### config.mk
export PLATFORM = sky130hd
export DESIGN_NAME = rv32m_seq_divider
export DESIGN_NICKNAME = d
export VERILOG_FILES = /design/src/rtl/rv32m_seq_divider.sv
export SDC_FILE = /design/constraint.sdc
export NUM_CORES = 1
export LEC_CHECK = 0
export CAP_MARGIN = 10
export CORE_MARGIN = 1.5
export CORE_UTILIZATION = 55
export CTS_BUF_LIST = sky130_fd_sc_hd__clkbuf_8
export CTS_CLUSTER_DIAMETER = 200
export DETAILED_ROUTE_END_ITERATION = 12
export MAX_ROUTING_LAYER = met4
export PLACE_DENSITY = 0.76
export SLEW_MARGIN = 20
export SYNTH_ARGS = -nofsm -noshare
export SYNTH_HDL_FRONTEND = slang
export SYNTH_SLANG_ARGS = --single-unit
### constraint.sdc
create_clock -name clk -period 4.3 [get_ports clk]
set_input_delay 1.29 -clock clk [delete_from_list [all_inputs] [get_ports clk]]
set_output_delay 1.29 -clock clk [all_outputs]
set_load 0.02 [all_outputs]
### src/rtl/rv32m_seq_divider.sv
// Radix-2 restoring divider for RV32M DIV/DIVU/REM/REMU.
// One quotient bit per cycle; start/done handshake toward EX.
module rv32m_seq_divider #(
  parameter int WIDTH = 32
) (
  input  logic             clk,
  input  logic             rst_n,
  input  logic             start_i,
  input  logic [1:0]       op_i,
  input  logic [WIDTH-1:0] a_i,
  input  logic [WIDTH-1:0] b_i,
  input  logic             flush_i,
  output logic             ready_o,
  output logic             done_o,
  output logic [WIDTH-1:0] result_o
);

  localparam int CW = $clog2(WIDTH + 1);
  localparam logic [WIDTH-1:0] MIN_NEG =
    {1'b1, {(WIDTH-1){1'b0}}};

  typedef enum logic [1:0] {
    IDLE,
    CALC,
    FIXUP,
    DONE
  } state_e;

  state_e           state_q, state_d;
  logic [CW-1:0]    cnt_q, cnt_d;
  logic [WIDTH-1:0] dvd_q, dvd_d;
  logic [WIDTH-1:0] dvs_q, dvs_d;
  logic [WIDTH-1:0] rem_q, rem_d;
  logic [WIDTH-1:0] quo_q, quo_d;
  logic [WIDTH-1:0] res_q, res_d;
  logic             isrem_q, isrem_d;
  logic             qneg_q, qneg_d;
  logic             rneg_q, rneg_d;

  logic             sgn;
  logic             a_neg;
  logic             b_neg;
  logic             div0;
  logic             ovf;
  logic [WIDTH-1:0] a_abs;
  logic [WIDTH-1:0] b_abs;
  logic [WIDTH-1:0] spec_res;
  logic [WIDTH:0]   rem_sh;
  logic             ge;
  logic [WIDTH-1:0] qfix;
  logic [WIDTH-1:0] rfix;

  assign sgn   = ~op_i[0];
  assign a_neg = sgn & a_i[WIDTH-1];
  assign b_neg = sgn & b_i[WIDTH-1];
  assign a_abs = a_neg ? -a_i : a_i;
  assign b_abs = b_neg ? -b_i : b_i;
  assign div0  = (b_i == '0);
  assign ovf   = sgn && (a_i == MIN_NEG) && (b_i == '1);

  assign spec_res = div0
    ? (op_i[1] ? a_i : '1)
    : (op_i[1] ? '0 : a_i);

  // Keep the shifted-out remainder MSB so large unsigned divisors compare right
  assign rem_sh = {rem_q, dvd_q[WIDTH-1]};
  assign ge     = (rem_sh >= {1'b0, dvs_q});

  assign qfix = qneg_q ? -quo_q : quo_q;
  assign rfix = rneg_q ? -rem_q : rem_q;

  assign ready_o  = (state_q == IDLE);
  assign done_o   = (state_q == DONE) && !flush_i;
  assign result_o = res_q;

  always_comb begin
    state_d = state_q;
    cnt_d   = cnt_q;
    dvd_d   = dvd_q;
    dvs_d   = dvs_q;
    rem_d   = rem_q;
    quo_d   = quo_q;
    res_d   = res_q;
    isrem_d = isrem_q;
    qneg_d  = qneg_q;
    rneg_d  = rneg_q;
    unique case (state_q)
      IDLE: begin
        if (start_i && !flush_i) begin
          isrem_d = op_i[1];
          dvd_d   = a_abs;
          dvs_d   = b_abs;
          qneg_d  = a_neg ^ b_neg;
          rneg_d  = a_neg;
          rem_d   = '0;
          quo_d   = '0;
          cnt_d   = CW'(WIDTH);
          if (div0 || ovf) begin
            res_d   = spec_res;
            state_d = DONE;
          end else begin
            state_d = CALC;
          end
        end
      end
      CALC: begin
        dvd_d = dvd_q << 1;
        if (ge) begin
          rem_d = rem_sh[WIDTH-1:0] - dvs_q;
          quo_d = {quo_q[WIDTH-2:0], 1'b1};
        end else begin
          rem_d = rem_sh[WIDTH-1:0];
          quo_d = {quo_q[WIDTH-2:0], 1'b0};
        end
        cnt_d = cnt_q - 1'b1;
        if (cnt_q == CW'(1)) state_d = FIXUP;
      end
      FIXUP: begin
        res_d   = isrem_q ? rfix : qfix;
        state_d = DONE;
      end
      DONE: begin
        state_d = IDLE;
      end
    endcase
    if (flush_i) begin
      state_d = IDLE;
      res_d   = res_q;
    end
  end

  always_ff @(posedge clk or negedge rst_n) begin
    if (!rst_n) begin
      state_q <= IDLE;
      cnt_q   <= '0;
      dvd_q   <= '0;
      dvs_q   <= '0;
      rem_q   <= '0;
      quo_q   <= '0;
      res_q   <= '0;
      isrem_q <= 1'b0;
      qneg_q  <= 1'b0;
      rneg_q  <= 1'b0;
    end else begin
      state_q <= state_d;
      cnt_q   <= cnt_d;
      dvd_q   <= dvd_d;
      dvs_q   <= dvs_d;
      rem_q   <= rem_d;
      quo_q   <= quo_d;
      res_q   <= res_d;
      isrem_q <= isrem_d;
      qneg_q  <= qneg_d;
      rneg_q  <= rneg_d;
    end
  end

endmodule

==> results of run 1 <==
[per-layer routing]
layer  GRT usage [%]  wire [um]  vias to the layer above
li1                -          -                     5456
met1            42.4      15300                     5493
met2            50.3      16500                      443
met3            4.04       2150                       53
met4            9.52        789                        0
met5               -          0                        -
[kinds of logic after synthesis]
logic type,share of synthesized area [%]
flops,35.2
xor+xnor,10.5
mux,2.41
buf+inv,4.81
fa+ha+maj,4.59
compound gates,25.7
simple gates,16.8
[worst max path at each step]
stage / startpoint / to / slack [ns] / depth (start not counted)
2_1_floorplan: a_i[0] / result_o[18]$_DFFE_PN0P_ / 0.48 / 11
3_3_place_gp: a_i[0] / result_o[18]$_DFFE_PN0P_ / -0.04 / 10
3_5_place_dp: a_i[0] / result_o[20]$_DFFE_PN0P_ / -0.13 / 10
4_1_cts: a_i[0] / result_o[26]$_DFFE_PN0P_ / 0.36 / 10
5_1_grt: a_i[0] / result_o[30]$_DFFE_PN0P_ / 0.19 / 10
6_report: a_i[0] / result_o[26]$_DFFE_PN0P_ / 0.34 / 10
[state kept, by name, summed over array words and instances, names as in the netlist]
name and cells:
dvs_q 32, quo_q 32, isrem_q 1, cnt_q 6, result_o 32, rneg_q 1
dvd_q 32, state_q 2, rem_q 32, qneg_q 1
[area by class of cell]
cell class	count	area, sq um
clock inverter	12	189
clock buffer	19	262
fill	1897	7520
inverter	60	225
timing repair buffer	174	1600
sequential	171	4280
tap	280	350
multi-input combinational	1130	7320
[critical path: cells and delay by family]
kind            cells  cell delay, ns
fa+ha+maj           1            0.15
buf+inv             2            0.51
compound gates      2            0.51
simple gates        5            1.87
[through the flow]
stage	TNS (ns)	setup WS [ns]	hold WS, ns	total power (W)
4_1_cts	0	0.360	0.489	0.00740
3_5_place_dp	-0.820	-0.129	0.469	0.00608
5_1_grt	0	0.188	0.504	0.00793
2_1_floorplan	0	0.484	0.444	0.00490
3_3_place_gp	-0.222	-0.0424	0.460	0.00598
6_report	0	0.344	0.483	0.00742
[cell usage in the layout, fill, tap and decap left out, types with 17 or more instances in the layout]
master / instances
mux2i_1: 27
nor2_1: 79
inv_1: 60
dfrtp_1: 171
o21ai_0: 189
xor2_1: 72
a22o_1: 31
a21oi_1: 107
buf_4: 68
ha_1: 43
nand2_1: 165
a21o_1: 21
or3_1: 19
clkbuf_8: 19
o31ai_1: 32
nand3_1: 17
nor3_1: 19
xnor2_1: 74
clkdlybuf4s50_1: 102
nand4_1: 17
[report_power, final]
part | total, W | switching, W | internal [W]
logic | 0.00361 | 0.00217 | 0.00144
clock network | 0.00132 | 0.000647 | 0.000669
registers | 0.00249 | 0.000415 | 0.00208
==> run metrics, run 1 <==
Reg-to-Reg Start=rem_q[13]$_DFFE_PN0P_; Die ar.=approximately 23000 sq um; Reg2Reg Setup Slack=a little over 0.7 ns; Vias=11445; clock sinks=roughly 170; DR iter-0 viols=940; worst skew pair latency=roughly 0.49 ns; Slew Limit Fails=0; syn nets=1562; post-synthesis sequential area ratio=35.2%; maximum clock rate=253 MHz; most frequent cell after synthesis=o21ai_0; critical path class=in2reg; Post-synth top flop=dfrtp_1; # nets final=~1700; synth warn=0; crit end category=flip-flop; Worst Skew=0.0166 ns; leading area contributor after synthesis=dfrtp_1; layout cells sized above 1=8.88%; Post-CTS Hold Fix Bufs=0; Max transition margin=31.4%; Port Buffers=103; Lkg Pwr=6.19 nW; hold path endpoint=dvs_q[22]$_DFFE_PN0P_; fin crit share=92.0%; Hold Crit Start=dvs_q[22]$_DFFE_PN0P_; maximum number of pins on one net before global-route repair=74; num ports=104; commonest cells in the synthesized netlist=o21ai_0 (189), dfrtp_1 (171), nand2_1 (165); vias per std cell=6.20; R2R Path End=rem_q[30]$_DFFE_PN0P_; 1st-pass router iterations=5; max cap viols=0; hold path depth=2; worst-margin pin slew=1.03 ns; Pwr Density=roughly 520 nW/um^2; final setup fails=0; Max Buffers Root-to-Sink=2; CP arrival=4.35 ns; crit start category=primary input; final hold violation count=0; Avg Cell Area, Syn=8.40 sq um; CTS resizes=0; routed wire length=34.7 mm; Core Footprint=21800 sq um; Total Routing Usage GR=31.7%; post-placement cell area=13800 sq um; Post-synth EDFFs=0; total grt overflow=0; Wirelength per Cell=18.8 um; DRC Markers=0; Final HPWL DP=between 20 and 30 mm; antenna viol nets, final=0; worst hold path class=reg2reg; Initial Utilization=55.9%; dpl cells=between 1500 and 2000; clk root buf=clkbuf_8; non-filler cells, final=1846; first-pass GRT wire length=~55 mm; final core utilization=65.4%; Synth top area share=35.2%; Yosys reg bits=between 150 and 200; ant diodes=0; RSZ-0062 raised after global routing=false; slowest stage cell, crit path=or4b_2; delay of the slowest critical-path stage=about 0.60 ns; antenna violations before repair=0; CTS tree=done; die height=152 um; largest cells by area after synthesis=dfrtp_1 (35%), o21ai_0 (7.8%), xnor2_1 (5.3%); vias in the first global route=10530; row count=54; Post-CTS Setup Bufs=0; CP Cell Sequence=clkdlybuf4s50_1, inv_1, ha_1, or4b_2, nand2b_1, or2_1, o221a_2, or3_4, or2_1, o221ai_1; R2R cell count=11; CP dominant cell by count=or2_1; design area=14200 sq um; Syn Inst Count=1448; CP max FO=7; htree depth=4; Peak VDD IR=331 uV; synth unique cells=73; CP required=4.69 ns; asr flop ratio synth=100%; Post-Syn Area=12200 sq um; min Tclk post-route=3.96 ns; Reg clk slew, reported paths=roughly 0.090 ns; Num CTS Buffers=17; outcome=finished, final reports clean; Chip Width=152 um; Area growth syn-to-layout=17.0%; Placer Congestion=~0.9
Note: power is estimated with default switching activity, not from simulation.
==> inputs of run 2 (changes only) <==
--- a/config.mk
+++ b/config.mk
@@ -9,7 +9,7 @@
 export CORE_MARGIN = 1.5
 export CORE_UTILIZATION = 55
 export CTS_BUF_LIST = sky130_fd_sc_hd__clkbuf_8
-export CTS_CLUSTER_DIAMETER = 200
+export CTS_CLUSTER_DIAMETER = 100
 export DETAILED_ROUTE_END_ITERATION = 12
 export MAX_ROUTING_LAYER = met4
 export PLACE_DENSITY = 0.76
==> constraint.sdc (replaced) <==
create_clock -name clk -period 4.8 [get_ports clk]
set_input_delay 1.44 -clock clk [delete_from_list [all_inputs] [get_ports clk]]
set_output_delay 1.44 -clock clk [all_outputs]
set_load 0.02 [all_outputs]
==> run 2 against run 1 <==
Wire length decreased by 1.4%. Clock power decreased by 25%. Non-clock buffer count is 34 lower. Global-route usage shrank 0.44 points. Count of clock-buffer cells in the layout decreased by 2. Final cell count down 1.8%. Critical path depth did not move. Setup slack improved by 0.23 ns.
==> run metrics, run 2 (synthesis results as in run 1) <==
outcome=finished, final reports clean; Worst Hold Slack=0.484 ns; Post-CTS Setup Bufs=0; Post-CTS Hold Fix Bufs=0; CP required=~5.2 ns; Chip Width=152 um; 1st-pass router iterations=5; Wirelength per Cell=18.9 um; max cap viols=0; RSZ-0062 raised after global routing=false; first-pass GRT wire length=~54 mm; routed wire length=~34 mm; crit start category=primary input; Max Buffers Root-to-Sink=2; clk root buf=clkbuf_8; row count=54; layout cells sized above 1=under 10%; CP max FO=17; Port Buffers=around 100; worst skew pair latency=0.49 ns; most frequent cells in the layout=o21ai_0 (189), dfrtp_1 (171), nand2_1 (165); DR WL met2=16.1 mm; non-filler cells, final=1813; crit end category=flip-flop; Pwr Density=about 460 nW/um^2; Placer Congestion=around 0.95; Num CTS Buffers=17; Met1 Routed Length=roughly 16 mm; commonest non-fill, non-tap cell in the layout=o21ai_0; Met3 Wirelength=1.76 mm; DRC Markers=0; antenna violations before repair=0; post-placement cell area=about 14000 sq um; hold path depth=1; final setup fails=0; # nets final=1634; final core utilization=a little under two thirds; Final HPWL DP=roughly 26 mm; antenna viol nets, final=0; Lkg Pwr=6.00 nW; design area=between 10000 and 15000 sq um; dpl cells=between 1500 and 2000; R2R cell count=10; Max transition margin=33.3%; total grt overflow=0; DR top layer=met4; min Tclk post-route=4.22 ns; vias per std cell=6.16; worst-margin pin slew=1.00 ns; critical path class=in2reg; Slew Limit Fails=0; Reg clk slew, reported paths=0.10 ns; Worst Skew=0.0212 ns; final hold violation count=0; CTS tree=done; clock sinks=171; DR iter-0 viols=850; fin crit share=88.0%; CP arrival=around 4.6 ns; setup_tns=0 ns; htree depth=4; Die ar.=around 23000 sq um; Vias=11164; Total Routing Usage GR=31.2%; worst hold path class=reg2reg; Core Footprint=21800 sq um; ant diodes=0; CTS resizes=0; maximum clock rate=roughly 240 MHz; maximum number of pins on one net before global-route repair=91; vias in the first global route=about 10000; Initial Utilization=55.9%; num ports=104; die height=152 um; Area growth syn-to-layout=14.2%; Peak VDD IR=approximately 220 uV
[run 2: cell count changes in the layout (fill, tap and decap cells not counted), sizes merged]
cell	change
buf	-34
inv	+9
bufinv	-4
clkbuf	-2
clkinvlp	-2
[run 2: final timing paths]
path                                         start                       end  slack, ns
setup / recovery                            a_i[0]  result_o[24]$_DFFE_PN0P_       0.58
hold / removal             result_o[4]$_DFFE_PN0P_   result_o[4]$_DFFE_PN0P_       0.48
setup reg to reg             rem_q[10]$_DFFE_PN0P_     rem_q[21]$_DFFE_PN0P_       0.93
hold reg to reg            result_o[4]$_DFFE_PN0P_   result_o[4]$_DFFE_PN0P_       0.48
max in group asynchronous                    rst_n     dvs_q[23]$_DFFE_PN0P_       2.86
min in group asynchronous                    rst_n      quo_q[7]$_DFFE_PN0P_       1.01
[run 2: power by group]
group | total (W) | internal (W) | switching [W] | leakage (nW)
registers | 0.00221 | 0.00186 | 0.000344 | 2.24
clock network | 0.000996 | 0.000378 | 0.000617 | 0.187
logic | 0.00324 | 0.00127 | 0.00197 | 3.57
[run 2: cell type report]
| type | count | area, sq um |
|---|---|---|
| clock buffer | 17 | 234 |
| clock inverter | 15 | 128 |
| fill | 1879 | 7860 |
| inverter | 60 | 225 |
| multi-input combinational | 1130 | 7320 |
| sequential | 171 | 4280 |
| tap | 280 | 350 |
| timing repair buffer | 140 | 1360 |
[run 2: through the flow]
| step | setup WS [ns] | power (W) |
|---|---|---|
| floorplan | 0.834 | 0.00439 |
| global placement | 0.175 | 0.00534 |
| detailed placement | 0.0848 | 0.00543 |
| CTS | 0.605 | 0.00642 |
| global route | 0.478 | 0.00689 |
| finish | 0.576 | 0.00644 |
[run 2: per-layer routing]
layer | global-route usage, % | vias to the layer above
li1 | - | 5374
met2 | 49.5 | 386
met4 | 9.95 | 0
met1 | 42.1 | 5352
met5 | - | -
met3 | 3.32 | 52
[run 2: worst max-delay path, cell delays in order]
cell	delay, ns
clkdlybuf4s50_1	0.44
inv_1	0.07
ha_1	0.19
or4b_2	0.64
nand2b_1	0.22
or2_1	0.30
o221a_2	0.32
or3_4	0.48
or2_1	0.34
o221ai_1	0.19
